### config.mk
export PLATFORM = sky130hd
export DESIGN_NAME = voice_allocator
export DESIGN_NICKNAME = d
export VERILOG_FILES = /design/src/rtl/synth_pkg.sv /design/src/rtl/voice_find.sv /design/src/rtl/voice_allocator.sv
export SDC_FILE = /design/constraint.sdc
export NUM_CORES = 1
export LEC_CHECK = 0
export ABC_AREA = 1
export ABC_CLOCK_PERIOD_IN_PS = 5650
export BUFFER_PORTS_ARGS = -buffer_cell sky130_fd_sc_hd__buf_2
export CAP_MARGIN = 25
export CORE_ASPECT_RATIO = 2
export CORE_UTILIZATION = 55
export CTS_BUF_LIST = sky130_fd_sc_hd__clkbuf_2 sky130_fd_sc_hd__clkbuf_4 sky130_fd_sc_hd__clkbuf_8
export CTS_CLUSTER_DIAMETER = 200
export DETAILED_ROUTE_END_ITERATION = 6
export PLACE_DENSITY = 0.72
export SLEW_MARGIN = 20
export SYNTH_ARGS = -nofsm -noshare
export SYNTH_HDL_FRONTEND = slang
export SYNTH_SLANG_ARGS = --single-unit
export TNS_END_PERCENT = 30
### constraint.sdc
create_clock -name clk -period 5.65 [get_ports clk]
set_input_delay 0.8475 -clock clk [delete_from_list [all_inputs] [get_ports clk]]
set_output_delay 0.8475 -clock clk [all_outputs]
set_load 0.01 [all_outputs]
### src/rtl/synth_pkg.sv
// Shared widths and FSM encoding for the voice allocator and the voice demux.
package synth_pkg;

    localparam int unsigned NUM_VOICES = 24;
    localparam int unsigned SEL_W      = 5;
    localparam int unsigned NOTE_W     = 7;

    typedef enum logic [1:0] {
        ST_IDLE   = 2'd0,
        ST_LOOKUP = 2'd1,
        ST_WRITE  = 2'd2,
        ST_PANIC  = 2'd3
    } state_t;

    // Latched note event; packs exactly as the demux data word {gate, note}.
    typedef struct packed {
        logic              on;
        logic [NOTE_W-1:0] note;
    } note_ev_t;

endpackage

### src/rtl/voice_find.sv
// Lowest-index priority encoder over a per-voice flag vector.
module voice_find
    import synth_pkg::*;
(
    input  logic [NUM_VOICES-1:0] vec,
    output logic                  found,
    output logic [SEL_W-1:0]      idx
);

    // Scan downward so the lowest set index is the last one written.
    always_comb begin
        found = 1'b0;
        idx   = '0;
        for (int i = NUM_VOICES - 1; i >= 0; i--) begin
            if (vec[i]) begin
                found = 1'b1;
                idx   = SEL_W'(i);
            end
        end
    end

endmodule

### src/rtl/voice_allocator.sv
// Assigns note events to voice slots and drives one demux write per event;
// a panic sweep writes every slot with a silent word.
module voice_allocator
    import synth_pkg::*;
(
    input  logic                  clk,
    input  logic                  rst,
    input  logic                  ev_valid,
    output logic                  ev_ready,
    input  logic                  ev_on,
    input  logic [NOTE_W-1:0]     ev_note,
    input  logic                  panic,
    output logic [SEL_W-1:0]      dm_sel,
    output logic [NOTE_W:0]       dm_data,
    output logic                  dm_we,
    output logic [NUM_VOICES-1:0] voice_active,
    output logic                  steal
);

    state_t                  state;
    note_ev_t                ev_q;
    logic [NUM_VOICES-1:0]   active;
    logic [NOTE_W-1:0]       note_tbl [NUM_VOICES];
    logic [SEL_W-1:0]        steal_ptr;

    logic [NUM_VOICES-1:0]   match_vec;
    logic [NUM_VOICES-1:0]   free_vec;
    logic                    m_found;
    logic [SEL_W-1:0]        m_idx;
    logic                    f_found;
    logic [SEL_W-1:0]        f_idx;

    logic                    tgt_hit;
    logic                    tgt_steal;
    logic [SEL_W-1:0]        tgt_sel;

    always_comb begin
        match_vec = '0;
        for (int i = 0; i < NUM_VOICES; i++) begin
            match_vec[i] = active[i] & (note_tbl[i] == ev_q.note);
        end
        free_vec = ~active;
    end

    voice_find u_find_match (
        .vec   (match_vec),
        .found (m_found),
        .idx   (m_idx)
    );

    voice_find u_find_free (
        .vec   (free_vec),
        .found (f_found),
        .idx   (f_idx)
    );

    // Target resolution: retrigger, then free voice, then steal; note-off needs a match.
    always_comb begin
        tgt_hit   = 1'b0;
        tgt_steal = 1'b0;
        tgt_sel   = '0;
        if (ev_q.on) begin
            tgt_hit = 1'b1;
            if (m_found) begin
                tgt_sel = m_idx;
            end else if (f_found) begin
                tgt_sel = f_idx;
            end else begin
                tgt_sel   = steal_ptr;
                tgt_steal = 1'b1;
            end
        end else if (m_found) begin
            tgt_hit = 1'b1;
            tgt_sel = m_idx;
        end
    end

    assign ev_ready     = (state == ST_IDLE) & ~panic;
    assign voice_active = active;

    always_ff @(posedge clk) begin
        if (rst) begin
            state     <= ST_IDLE;
            ev_q      <= '0;
            dm_sel    <= '0;
            dm_data   <= '0;
            dm_we     <= 1'b0;
            steal     <= 1'b0;
            active    <= '0;
            steal_ptr <= '0;
            for (int i = 0; i < NUM_VOICES; i++) begin
                note_tbl[i] <= '0;
            end
        end else begin
            case (state)
                ST_IDLE: begin
                    dm_we <= 1'b0;
                    steal <= 1'b0;
                    if (panic) begin
                        state   <= ST_PANIC;
                        dm_we   <= 1'b1;
                        dm_sel  <= '0;
                        dm_data <= '0;
                    end else if (ev_valid) begin
                        ev_q.on   <= ev_on;
                        ev_q.note <= ev_note;
                        state     <= ST_LOOKUP;
                    end
                end
                ST_LOOKUP: begin
                    if (tgt_hit) begin
                        state   <= ST_WRITE;
                        dm_we   <= 1'b1;
                        dm_sel  <= tgt_sel;
                        dm_data <= ev_q;
                        steal   <= tgt_steal;
                        if (tgt_steal) begin
                            steal_ptr <= (steal_ptr == SEL_W'(NUM_VOICES - 1))
                                         ? '0 : steal_ptr + SEL_W'(1);
                        end
                    end else begin
                        state <= ST_IDLE;
                    end
                end
                ST_WRITE: begin
                    // Tables commit as the demux write completes.
                    dm_we          <= 1'b0;
                    steal          <= 1'b0;
                    active[dm_sel] <= ev_q.on;
                    if (ev_q.on) begin
                        note_tbl[dm_sel] <= ev_q.note;
                    end
                    state <= ST_IDLE;
                end
                ST_PANIC: begin
                    active[dm_sel] <= 1'b0;
                    if (dm_sel == SEL_W'(NUM_VOICES - 1)) begin
                        dm_we <= 1'b0;
                        state <= ST_IDLE;
                    end else begin
                        dm_sel <= dm_sel + SEL_W'(1);
                    end
                end
                default: begin
                    state <= ST_IDLE;
                    dm_we <= 1'b0;
                    steal <= 1'b0;
                end
            endcase
        end
    end

endmodule
Word level (Yosys, flattened, before mapping)
Memory sizes are Yosys's and may differ from the RTL's.
Cells that the tools add are included.
{"block": "classes", "n_eq_ne": 34, "n_mux": 137, "addsub": 2, "bitwise": 29, "reduce_logical": 15, "magnitude_cmp": 2}
{"cell": "$mux W5", "count": 57}
{"cell": "$eq A7 B7 Y1", "count": 24}
{"cell": "$mux W1", "count": 65}
{"cell": "$not A24 Y24", "count": 2}
{"cell": "$pmux W24 S2", "count": 1}
{"cell": "$and A1 B1 Y1", "count": 25}
{"cell": "$and A24 B24 Y24", "count": 1}
{"cell": "$bwmux W24", "count": 1}
{"cell": "$mux W8", "count": 2}
{"cell": "$pmux W8 S2", "count": 1}
{"cell": "$pmux W5 S3", "count": 1}
{"cell": "$add A5 B1 Y5 const B", "count": 2}
{"cell": "$eq A5 B5 Y1 const B", "count": 2}
{"cell": "$reduce_and A3 Y1", "count": 3}
{"cell": "$mux W2", "count": 4}
{"cell": "$ne A2 B2 Y1 const B", "count": 4}
{"cell": "$pmux W2 S4", "count": 1}
{"cell": "$mux W7", "count": 1}
{"cell": "$reduce_or A7 Y1", "count": 1}
{"cell": "$lt A5 B6 Y1 const B", "count": 1}
{"cell": "$reduce_and A2 Y1", "count": 3}
{"cell": "$reduce_bool A2 Y1", "count": 3}
{"cell": "$demux W1 S5", "count": 1}
{"cell": "$ge A5 B1 Y1 const B", "count": 1}
{"cell": "11 further kinds", "count": 12}
{"block": "totals", "elab_cells": 229, "mem_count": 1, "ram_bits": 168, "out_inout_bits": 40, "register_bits": 54, "in_bits": 12}
{"memory": "note_tbl", "words": 24, "word_bits": 7, "rd": 24, "rd_clocked_by_memory_dff": 0, "write_ports": 24, "line_no": "voice_allocator.sv:23", "text": "logic [NOTE_W-1:0] note_tbl [NUM_VOICES];"}

Longest topological paths before layout
{"block": "depth", "word_depth": 30, "ltp_mapped": 32, "mapped_depth_nobuf": 31}

By module
Synthesis repeated with hierarchy kept, for this count alone.
{"block": "unflattened", "cells_unflattened": 1301, "hier_area_um2": 11473.5}
{"module": "voice_allocator", "area_per_inst_um2": 10825.4, "cells_per_inst": 1143, "n_inst": 1, "seq_area_each_um2": 6125.9}
{"module": "voice_find", "area_per_inst_um2": 324.1, "cells_per_inst": 79, "n_inst": 2, "seq_area_each_um2": 0.0}

Worst setup path after synthesis
Ideal clock, no wire load.
{"block": "synth_timing", "kind": "input to register", "from": "in rst", "to": "mem note_tbl[18][0] (enable)", "cell_stages": 4, "path_buffers": 1, "path_slack_ps": 3108, "required_time_ps": 5326, "arrival_ps": 2218, "setup_time_ps": 324, "path_cell_list": "nor4_1 > clkbuf_1 > nand3_1 > nand2_1"}
{"item": "from (decl)", "line_no": "voice_allocator.sv:7", "text": "input logic rst,"}
{"item": "to (decl)", "line_no": "voice_allocator.sv:23"}

Worst setup path after layout
{"block": "layout_timing", "from": "reg ev_q[4] in the netlist's numbering", "to": "reg dm_sel[0]"}
{"block": "layout_between", "elab_chain_len": 30, "word_cells_on_any_way": 105, "classes_between": "25 x eq/ne; 55 x mux; 24 x bitwise; 1 x reduce/logical"}
{"item": "from (decl)", "line_no": "voice_allocator.sv:21", "text": "note_ev_t ev_q;"}
{"item": "$eq A7 B7 Y1", "line_no": "voice_allocator.sv:40", "text": "match_vec[i] = active[i] & (note_tbl[i] == ev_q.note);"}
{"item": "$and A1 B1 Y1", "line_no": "voice_allocator.sv:40"}
{"item": "$mux W5 / $mux W1 (equally long branches) (24 in series)", "line_no": "voice_find.sv:15", "text": "if (vec[i]) begin"}
{"item": "$mux W5 (tied with other cells)", "line_no": "voice_allocator.sv:72", "text": "end else if (m_found) begin"}
{"item": "$mux W5 / $mux W1 (equally long branches)", "line_no": "voice_allocator.sv:62", "text": "if (ev_q.on) begin"}
{"item": "$mux W5 / $ne A2 B2 Y1 (equally long branches)"}
{"item": "$pmux W5 S3 / $reduce_and A4 Y1 (equally long branches)"}
{"item": "to (signal assigned)", "line_no": "voice_allocator.sv:114", "text": "dm_sel <= tgt_sel;"}
{"item": "to (signal assigned)", "line_no": "voice_allocator.sv:141", "text": "dm_sel <= dm_sel + SEL_W'(1);"}
{"item": "to (decl)", "line_no": "voice_allocator.sv:13", "text": "output logic [SEL_W-1:0] dm_sel,"}
Several ways; a longest one is shown, not always the timed one. The select of a mux whose other input is x is not followed.
A chain may end at the register's enable or synchronous reset.

==> flow_metrics.py <==
metrics = {
    "power_and_ir_drop": {
        "p_comb_frac": 0.112,
        "seq_power_share": 0.516,
        "p_clk_frac": 0.372,
        "leakagePower_nw": 4.85,
        "powerDensity_nw_per_um2": 292,
        "p_int_w": 0.00264,
        "peakVddDrop_mv": 0.200,
        "switching_share": 0.263,
        "power.net_switching_w": 0.000945,
        "total_power_w": 0.00359,
    },
    "clock_network": {
        "cts_setup_buffers": 0,
        "clkTransAtPathRegs_ns": 0.07,
        "cts_buffer_depth": 3,
        "cts_tree": "done",
        "cts_buffers": 30,
        "post_cts_resized": 0,
        "insertion_delay_ns": 0.60,
        "cts-root-buf": "clkbuf_8",
        "cts.htree.levels": 1,
        "hold_buffers": 0,
        "cts.sinks": 222,
    },
    "outcome": {
        "outcome": "finished clean",
    },
    "synthesis": {
        "yosys.area.top_type_share": 0.444,
        "synth.net_count": 1276,
        "avgSynthCellArea_um2": 9.02,
        "yosysWarnings": 0,
        "synth_area_leaders": "edfxtp_1, dfxtp_1, nor2_1",
        "yosys-top-cells-count": "nor2_1, nand2_1, edfxtp_1",
        "ys_seq_elements": 222,
        "synthCells": 1259,
        "synth.largest_area_cell": "edfxtp_1",
        "async_flop_share": 0,
        "yosysUniqueCellTypes": 60,
        "yosysMostFrequentCell": "nor2_1",
        "synth_edf_count": 168,
        "seq_area_frac_synth": 0.540,
        "syn_area_um2": 11400,
        "ys.flop_type": "edfxtp_1",
    },
    "die": {
        "ioPinCount": 52,
        "initial_utilization": 0.557,
        "rows": 74,
        "die_w_um": 104,
        "coreArea_um2": 20400,
        "die_area_um2": 21300,
        "die_h_um": 205,
    },
    "grt": {
        "overflow": 0,
        "antenna_found_initial": 0,
        "grt_usage": 0.293,
        "grt_max_degree": 68,
        "grt_pass1_vias": 8770,
        "grt_pass1_wl_um": 47500,
    },
    "critical_path": {
        "crit_fanout": 31,
        "cp-start-kind": "register",
        "ff2ff_path_depth": 15,
        "cp-startpoint": "ev_q[4]",
        "end_kind": "register",
        "r2r_end": "dm_sel[0]",
        "critical_path_arrival_ns": 3.99,
        "rrSetupSlack_ns": 2.14,
        "crit_type": "reg2reg",
        "reg2reg_from": "ev_q[4]",
        "cp.required_ns": 6.13,
    },
    "finish": {
        "fillers": 1807,
        "insertedDiodeCount": 0,
        "area_growth_syn_to_layout_pct": 8.27,
        "final_core_util": 0.603,
        "fin_cells": 1578,
        "drive_above_1_share": 0.120,
        "fin_area_um2": 12300,
        "final_nets": 1305,
    },
    "sta": {
        "fmax_ghz": 0.285,
        "skew_ns": 0.0250,
        "setup_viol": 0,
        "fin_crit_ns": 3.51,
        "hold_violations": 0,
        "rsz0062_at_grt": "false",
        "min_period_over_period": 0.621,
        "setup_tns_ns": 0,
        "slew_violations": 0,
        "worst_pin_slew_ns": 0.897,
        "maxSlewHeadroom": 0.398,
    },
    "worst_hold_path": {
        "min_to": "dm_we",
        "hold_start": "dm_we",
        "hold_depth": 2,
        "hold_path.class": "reg2reg",
    },
    "route": {
        "drtAntennaViolNets": 0,
        "drcViolationCount": 0,
        "vias": 8990,
        "top_layer_used": "met4",
        "wl_per_cell_um": 19.3,
        "routed-wl-met3_um": 2030,
        "first_pass_iters": 6,
        "wl_um": 30400,
        "wl_met1_um": 11100,
        "drt_iter0_drc": 653,
        "met2WireLength_um": 15000,
        "viasPerCell": 5.70,
    },
    "job": {
        "cap_violations": 0,
    },
    "place": {
        "gp_congestion": 0.941,
        "place_area_um2": 11600,
        "io_buffers": 51,
        "dp_cells": 1522,
        "post-dp-hpwl_um": 20100,
    },
}
critical path: stages, from the launching register on:
cell and delay [ns]:
dfxtp_1 0.30, buf_4 0.29, inv_2 0.68, o22ai_1 0.18, a211o_1 0.26, nor4_1 0.46
a21oi_1 0.17, and3_2 0.29, nand3_4 0.13, nand2_4 0.07, nand3_4 0.15, nor2_8 0.06
inv_4 0.08, o21ai_2 0.06, a21oi_2 0.12, a21oi_2 0.06
registers in the layout, summed over array words and instances (netlist names):
name,count
note_tbl,168
voice_active,24
dm_data,8
ev_q,8
dm_sel,5
steal_ptr,5
state,2
dm_we,1
steal,1
kinds of logic (layout without fill, tap and decap cells):
kind of cell	count (synthesis)	in the layout	synth area share
AOI/OAI and AO/OA	173	173	0.0936
xor gates and xnor gates	70	70	0.0540
adders and majority gates	5	5	0.00551
buffers and inverters	173	226	0.0726
DFF	222	222	0.540
and+or+nand+nor	616	616	0.235
layout make-up:
cell class                      count  area, um2  area share
Timing Repair Buffer               63        345      0.0281
Sequential cell                   222       6130       0.498
Inverter                          107        417      0.0339
Clock inverter                     11       98.8     0.00804
Tap cell                          266        333      0.0271
Multi-Input combinational cell    864       4410       0.359
Clock buffer                       45        563      0.0458
routing by layer:
metal  vias to the layer above  GRT usage
li1                       4280          -
met1                      4209      0.324
met2                       368      0.504
met3                       133     0.0500
met4                         0      0.220
met5                         -          0
power groups by stage:
stage	sequential, W	clock [W]	combinational, W
floorplan	0.00187	0	0.000293
global placement	0.00188	0	0.000390
detailed placement	0.00188	0	0.000397
CTS	0.00185	0.00135	0.000399
global route	0.00186	0.00142	0.000436
finish	0.00185	0.00133	0.000403
layout by cell type (no fill, tap or decap), drive strengths merged:
cell type and count:
nor2 261, nand2 221, edfxtp 168, inv 106, buf 63, dfxtp 54
o21ai 53, a21oi 51, nand3 50, xor2 46, clkbuf 45, nor3 35
xnor2 24, o31ai 21, nand4 14, or2 13, nor4 12, o22ai 10
clkinv 10, o211ai 9, a211oi 9, o221ai 5, ha 5, and3 5
and2 3, a211o 3, a31oi 3, a221oi 2, bufinv 2, a21boi 2
a22o 1, nor4b 1, o2111ai 1, o21a 1, nor3b 1, a41oi 1
a32o 1
how the worst max path moves through the flow:
| stage | to | slack [ns] | cells past startpoint |
|---|---|---|---|
| finish | dm_sel[0] | 2.14 | 15 |
| global route | dm_sel[0] | 1.84 | 29 |
| CTS | dm_sel[0] | 2.18 | 18 |
| detailed placement | dm_sel[0] | 2.19 | 15 |
| global placement | dm_sel[0] | 2.26 | 15 |
| floorplan | note_tbl[18][0] | 3.11 | 4 |
stage by stage:
step                      hold WS (ns)  setup WS, ns
after floorplan                  0.467          3.11
after global placement           0.462          2.26
after detailed placement         0.458          2.19
after CTS                        0.473          2.18
after global routing             0.498          1.84
final                            0.477          2.14
(Power assumes the default switching activity.)
